--- src/rtl/net_rx_if.sv ---
// net_rx_if: received frame byte stream from net_rx to downstream logic
//   rx_data   frame byte (destination MAC first, FCS removed)
//   rx_valid  rx_data valid this cycle, no backpressure
//   rx_sop    first byte of frame
//   rx_eop    last non-FCS byte of frame
//   rx_crc_ok verdict, meaningful only with rx_eop
interface net_rx_if;
  logic [7:0] rx_data;
  logic rx_valid;
  logic rx_sop;
  logic rx_eop;
  logic rx_crc_ok;
  modport master(output rx_data, rx_valid, rx_sop, rx_eop, rx_crc_ok);
  modport slave(input rx_data, rx_valid, rx_sop, rx_eop, rx_crc_ok);
endinterface

--- src/rtl/net_rx.sv ---
// net_rx: RGMII receiver, strips preamble/SFD and FCS, filters on destination MAC, checks CRC-32
//   clk125    125 MHz receive clock, RGMII sampled on both edges
//   rst_n     asynchronous active-low reset
//   rxctl     RX_DV at rising edge, RX_DV^RX_ER at falling edge
//   rxd       low nibble at falling edge, high nibble at following rising edge
//   rx        frame byte stream (net_rx_if master)
//   frame_cnt frames ending with a good verdict, wraps
//   err_cnt   accepted-address frames ending with a bad verdict, wraps
module net_rx #(
  parameter logic [47:0] MAC_ADDR = 48'h08bf_b8da_8800,
  parameter bit PROMISC = 1'b0,
  parameter int MIN_LEN = 64,
  parameter int MAX_LEN = 1518
) (
  input logic clk125,
  input logic rst_n,
  input logic rxctl,
  input logic [3:0] rxd,
  net_rx_if.master rx,
  output logic [15:0] frame_cnt,
  output logic [15:0] err_cnt
);
  localparam logic [1:0] IDLE = 2'd0;
  localparam logic [1:0] PRE = 2'd1;
  localparam logic [1:0] DATA = 2'd2;
  localparam logic [1:0] DROP = 2'd3;
  localparam logic [5:0][7:0] MAC_B = MAC_ADDR;
  function automatic logic [31:0] crc_byte(input logic [31:0] c, input logic [7:0] d);
    logic [31:0] r;
    r = c;
    for (int i = 0; i < 8; i++) r = (r >> 1) ^ ((r[0] ^ d[i]) ? 32'hedb8_8320 : 32'h0);
    return r;
  endfunction
  logic [3:0] lo;
  logic ctl_f;
  logic [7:0] rx_byte;
  logic dv, er;
  logic [1:0] state;
  logic [31:0] crc;
  logic [10:0] len;
  logic err_q, mac_ok, bc_ok, runt_err;
  logic [4:0][7:0] hb;
  logic [7:0] mac_b;
  logic addr_chk, mac_hit, bc_hit, addr_fail, verdict;
  always_ff @(negedge clk125 or negedge rst_n)
    if (!rst_n) begin
      lo <= '0;
      ctl_f <= 1'b0;
    end else begin
      lo <= rxd;
      ctl_f <= rxctl;
    end
  assign rx_byte = {rxd, lo};
  assign dv = rxctl;
  assign er = rxctl ^ ctl_f;
  assign mac_b = len > 11'd5 ? 8'h00 : MAC_B[3'd5 - len[2:0]];
  assign addr_chk = state == DATA && dv && len < 11'd6;
  assign mac_hit = mac_ok && rx_byte == mac_b;
  assign bc_hit = bc_ok && rx_byte == 8'hff;
  // a mismatch on any of the first six bytes drops the frame before byte 0 is released
  assign addr_fail = addr_chk && !(mac_hit || bc_hit || PROMISC);
  assign verdict = crc == 32'hdebb_20e3 && !err_q && 32'(len) >= MIN_LEN && 32'(len) <= MAX_LEN;
  always_ff @(posedge clk125 or negedge rst_n)
    if (!rst_n) begin
      state <= IDLE;
      crc <= '1;
      len <= '0;
      err_q <= 1'b0;
      mac_ok <= 1'b0;
      bc_ok <= 1'b0;
      runt_err <= 1'b0;
      hb <= '0;
      rx.rx_data <= '0;
      rx.rx_valid <= 1'b0;
      rx.rx_sop <= 1'b0;
      rx.rx_eop <= 1'b0;
      rx.rx_crc_ok <= 1'b0;
    end else begin
      rx.rx_valid <= 1'b0;
      rx.rx_sop <= 1'b0;
      rx.rx_eop <= 1'b0;
      rx.rx_crc_ok <= 1'b0;
      runt_err <= 1'b0;
      case (state)
        IDLE: state <= !dv ? IDLE : rx_byte == 8'h55 ? PRE : DROP;
        PRE: begin
          state <= !dv ? IDLE : rx_byte == 8'h55 ? PRE : rx_byte == 8'hd5 ? DATA : DROP;
          crc <= '1;
          len <= '0;
          err_q <= 1'b0;
          mac_ok <= 1'b1;
          bc_ok <= 1'b1;
        end
        DATA:
          if (!dv) begin
            state <= IDLE;
            // the oldest held byte is the last non-FCS byte; the four younger ones are the FCS
            if (len >= 11'd5) begin
              rx.rx_valid <= 1'b1;
              rx.rx_data <= hb[4];
              rx.rx_sop <= len == 11'd5;
              rx.rx_eop <= 1'b1;
              rx.rx_crc_ok <= verdict;
            end else runt_err <= PROMISC;
          end else if (addr_fail) state <= DROP;
          else begin
            crc <= crc_byte(crc, rx_byte);
            len <= len == 11'h7ff ? len : len + 11'd1;
            err_q <= err_q | er;
            hb <= {hb[3:0], rx_byte};
            if (addr_chk) begin
              mac_ok <= mac_hit;
              bc_ok <= bc_hit;
            end
            if (len >= 11'd5) begin
              rx.rx_valid <= 1'b1;
              rx.rx_data <= hb[4];
              rx.rx_sop <= len == 11'd5;
            end
          end
        default: state <= dv ? DROP : IDLE;
      endcase
    end
  // counters follow the registered verdict so they move at the end of the eop cycle
  always_ff @(posedge clk125 or negedge rst_n)
    if (!rst_n) begin
      frame_cnt <= '0;
      err_cnt <= '0;
    end else begin
      frame_cnt <= frame_cnt + 16'(rx.rx_eop & rx.rx_crc_ok);
      err_cnt <= err_cnt + 16'((rx.rx_eop & !rx.rx_crc_ok) | runt_err);
    end
endmodule

--- src/flat_wrapper.sv ---
// flat-port wrapper written by rule: the top's interface ports become plain ports
module net_rx_flat 
#(
  parameter logic [47:0] MAC_ADDR = 48'h08bf_b8da_8800,
  parameter bit PROMISC = 1'b0,
  parameter int MIN_LEN = 64,
  parameter int MAX_LEN = 1518
)
  (clk125, rst_n, rxctl, rxd, frame_cnt, err_cnt, rx_rx_data, rx_rx_valid, rx_rx_sop, rx_rx_eop, rx_rx_crc_ok);
  net_rx_if rx_i ();
  input logic clk125;
  input logic rst_n;
  input logic rxctl;
  input logic [3:0] rxd;
  output logic [15:0] frame_cnt;
  output logic [15:0] err_cnt;
  output wire logic [$bits(rx_i.rx_data)-1:0] rx_rx_data;
  output wire logic [$bits(rx_i.rx_valid)-1:0] rx_rx_valid;
  output wire logic [$bits(rx_i.rx_sop)-1:0] rx_rx_sop;
  output wire logic [$bits(rx_i.rx_eop)-1:0] rx_rx_eop;
  output wire logic [$bits(rx_i.rx_crc_ok)-1:0] rx_rx_crc_ok;
  assign rx_rx_data = rx_i.rx_data;
  assign rx_rx_valid = rx_i.rx_valid;
  assign rx_rx_sop = rx_i.rx_sop;
  assign rx_rx_eop = rx_i.rx_eop;
  assign rx_rx_crc_ok = rx_i.rx_crc_ok;
  net_rx #(.MAC_ADDR(MAC_ADDR), .PROMISC(PROMISC), .MIN_LEN(MIN_LEN), .MAX_LEN(MAX_LEN)) u_core (.clk125(clk125), .rst_n(rst_n), .rxctl(rxctl), .rxd(rxd), .rx(rx_i), .frame_cnt(frame_cnt), .err_cnt(err_cnt));
endmodule
--- config.mk ---
export PLATFORM = sky130hd
export DESIGN_NAME = net_rx_flat
export DESIGN_NICKNAME = d
export VERILOG_FILES = /design/src/rtl/net_rx_if.sv /design/src/rtl/net_rx.sv /design/src/flat_wrapper.sv
export SDC_FILE = /design/constraint.sdc
export NUM_CORES = 1
export LEC_CHECK = 0
export BUFFER_PORTS_ARGS = -buffer_cell sky130_fd_sc_hd__buf_2
export CAP_MARGIN = 20
export CORE_MARGIN = 3
export CORE_UTILIZATION = 45
export CTS_CLUSTER_DIAMETER = 60
export DETAILED_ROUTE_END_ITERATION = 8
export GPL_TIMING_DRIVEN = 0
export HOLD_SLACK_MARGIN = 0.05
export PLACE_DENSITY_LB_ADDON = 0.05
export SYNTH_ARGS = -nofsm -noshare
export SYNTH_HDL_FRONTEND = slang
export SYNTH_SLANG_ARGS = --single-unit
--- constraint.sdc ---
create_clock -name clk125 -period 3.9 [get_ports clk125]
set_clock_uncertainty 0.15 [all_clocks]
set_input_delay 0.585 -clock clk125 [delete_from_list [all_inputs] [get_ports clk125]]
set_output_delay 0.585 -clock clk125 [all_outputs]
set_load 0.005 [all_outputs]
==> results.sh <==
export IMPL_crit_chain="buf_8 -> a22oi_2 -> nand2_1 -> nor4_4 -> a311oi_4 -> buf_6 -> nor2_4 -> buf_6 -> buf_12 -> mux2_2"
export IMPL_die_w_um=131
export IMPL_syn_instance_count=570
export IMPL_dp_cells=832
export IMPL_diodes=0
export IMPL_reg2regPathDepth=10
export IMPL_layout_cells_most_common_list="dfrtp_1 (100), mux2_4 (79), nand2_1 (63)"
export IMPL_place_hpwl_um=9680
export IMPL_fin_util_pct=59.6
export IMPL_cp_end_kind="flip-flop"
export IMPL_cts_made_buffers=17
export IMPL_powerDensity_nw_per_um2=672
export IMPL_fin_nets=698
export IMPL_cts_buffer_depth=2
export IMPL_tightest_slew_ns=0.969
export IMPL_use_met2_pct=27.9
export IMPL_worst_hold_path_endpoint="u_core.rx.rx_eop"
export IMPL_max_cap_violations=0
export IMPL_fillers=1232
export IMPL_crit_buf_inv=4
export IMPL_hold_worst_slack_ns=0.298
export IMPL_layout_drive_gt1_share_pct=41.4
export IMPL_cp_max_fo=10
export IMPL_violations="setup timing"
export IMPL_rsz0062_at_grt="yes"
export IMPL_syn_nets=587
export IMPL_met1_usage_pct=26.3
export IMPL_syn_area_per_cell_um2=12.3
export IMPL_coreArea_um2=15300
export IMPL_ioPinCount=51
export IMPL_syn2layout_area_growth_pct=29.1
export IMPL_grt_pass1_wl_um=24600
export IMPL_worstHoldStart="rxctl"
export IMPL_placed_area_um2=7690
export IMPL_path_common_cell="buf_6"
export IMPL_grt_max_degree=78
export IMPL_cts_tree="done"
export IMPL_grt_antenna_before_repair=0
export IMPL_layoutNonFillerInstCount=904
export IMPL_clk_latency_ns=0.42
export IMPL_syn_area_um2=7040
export IMPL_numClockSinks=137
export IMPL_finalMaxSlewViolations=0
export IMPL_multi_input_area_um2=3770
export IMPL_num_rows=45
export IMPL_synth_distinct_cells=53
export IMPL_slowest_delay_ns=0.35
export IMPL_ys_seq_area_share_pct=49.3
export IMPL_wl_per_cell_um=16.9
export IMPL_clock_root_buffer="clkbuf_16"
export IMPL_cp_top_family="buffers and inverters"
export IMPL_required_ns=4.05
export IMPL_p_leak_nw=4.15
export IMPL_max_slew_margin_pct=34.9
export IMPL_timing_rr_start="u_core.lo[3]"
export IMPL_cts_clk_slew_worst_paths_ns=0.05
export IMPL_regArea_um2=3470
export IMPL_htreeDepth=4
export IMPL_start_util_pct=46.1
export IMPL_via_count=4590
export IMPL_hold_depth=2
export IMPL_drc=0
export IMPL_synth_warnings=0
export IMPL_fp_dieH_um=131
export IMPL_dp_slack_ns=-0.705
export IMPL_finalHoldViolCount=0
export IMPL_worstHoldPathType="in2reg"
export IMPL_drtAntennaViolNets=0
export IMPL_fin_area_um2=9090
export IMPL_cp_slowest_cell="dfrtn_1"
export IMPL_drt_total_wl_um=15300
export IMPL_synth_edf_count=0
export IMPL_reg2reg_to="u_core.hb[17]"
export IMPL_io_buffers=50
export IMPL_grt_util_met3_pct=5.23
export IMPL_status="complete, but fails checks"
export IMPL_grt_busiest_layer="met2"
export IMPL_overflow=0
export IMPL_ys_flop_type="dfrtp_1"
export IMPL_crit_path_start_kind="flip-flop"
export IMPL_grt_pass1_vias=4630
export IMPL_setup_tns_final_ns=-33.41
export IMPL_ys_seq_elements=137
export IMPL_fin_ws_ns=-0.448
export IMPL_ir_worst_vdd_mv=0.618
export IMPL_rrSetupSlack_ns=-0.45
export IMPL_worstPathArrival_ns=4.50
export IMPL_setup_violations_final=86
export IMPL_finalPower_mw=6.11
export IMPL_grt_usage_pct=18.5
export IMPL_async_flop_share_pct=100
export IMPL_die_area_um2=17200
export IMPL_drt_pass1_iterations=4
export IMPL_final_common_cell="dfrtp_1"
export IMPL_drt_iter0_drc=241
export IMPL_crit_type="reg2reg"
export IMPL_viasPerCell=5.08
export IMPL_gp_congestion=0.856
## routing by layer
metal	vias up	wire length [um]
li1	2183	-
met1	2327	7410
met2	71	7190
met3	9	551
met4	0	130
met5	-	0
## report_power, final
group / total, mW / switching, mW / internal (mW) / leakage, nW
logic: 2.44 / 1.07 / 1.36 / 2.16
clock network: 1.62 / 0.622 / 0.994 / 0.283
registers: 2.06 / 0.246 / 1.81 / 1.70
total: 6.11 / 1.94 / 4.17 / 4.15
## area by class of cell
type / count / area share (%)
clock buffers: 22 / 5.22
plain buffers: 19 / 2.12
multi-input cells: 407 / 41.5
well taps: 211 / 2.90
flip-flops and latches: 137 / 38.2
clock inverters: 9 / 1.27
inverters: 6 / 0.248
repair buffers: 93 / 8.60
## worst max path at each step
stage	cells past startpoint	start	endpoint	slack, ns
after floorplan	7	u_core.lo[0]	u_core.rx.rx_data[0]	-0.30
after global placement	1	rst_n	u_core.lo[1]	-1.63
after detailed placement	7	u_core.lo[1]	u_core.crc[20]	-0.71
after CTS	8	u_core.lo[3]	u_core.crc[20]	-0.42
after global routing	10	u_core.lo[3]	u_core.hb[17]	-0.53
final	10	u_core.lo[3]	u_core.hb[17]	-0.45
## synthesized netlist by cell type, types with 5 or more instances
cell type | instances | area share (%)
dfrtp_1 | 100 | 36
xnor2_1 | 64 | 8.0
nand2_1 | 63 | 3.4
mux2_4 | 55 | 12
xor2_1 | 38 | 4.7
dfstp_2 | 32 | 12
mux2_2 | 26 | 4.2
nor2_1 | 26 | 1.4
nand4_1 | 15 | 1.3
o21ai_0 | 15 | 1.1
nand3_1 | 14 | 1.0
ha_1 | 10 | 1.8
buf_6 | 8 | 1.3
and3_1 | 7 | 0.62
clkbuf_1 | 7 | 0.37
inv_1 | 6 | 0.32
a21oi_1 | 5 | 0.36
and2_1 | 5 | 0.44
buf_2 | 5 | 0.36
dfrtn_1 | 5 | 1.8
nand2b_1 | 5 | 0.44
nor2b_1 | 5 | 0.44
## what timing repair did
action,in CTS,in global routing
resized for setup,66,27
hold buffers,1,0
cloned,3,3
setup buffers,32,8
endpoints found under the setup margin,88,88
pin swaps,16,7
hold endpoints to repair,26,0
## cell families (layout without fill, tap and decap cells)
logic type,after synthesis,count (layout),share of synthesized area (%)
fa+ha+maj,10,10,1.78
compound gates,42,42,4.39
xor+xnor,107,107,13.8
simple gates,167,167,12.5
mux,81,81,15.9
buf+inv,26,149,2.33
flops,137,137,49.3
## registers in the layout (all words and copies together) (netlist names)
register / flops
u_core.hb: 40
u_core.crc: 32
u_core.err_cnt: 16
u_core.frame_cnt: 16
u_core.len: 11
u_core.rx.rx_data: 8
u_core.lo: 4
u_core.state: 2
u_core.bc_ok: 1
u_core.ctl_f: 1
u_core.err_q: 1
u_core.mac_ok: 1
u_core.rx.rx_crc_ok: 1
u_core.rx.rx_eop: 1
u_core.rx.rx_sop: 1
u_core.rx.rx_valid: 1
(Power assumes the default switching activity.)
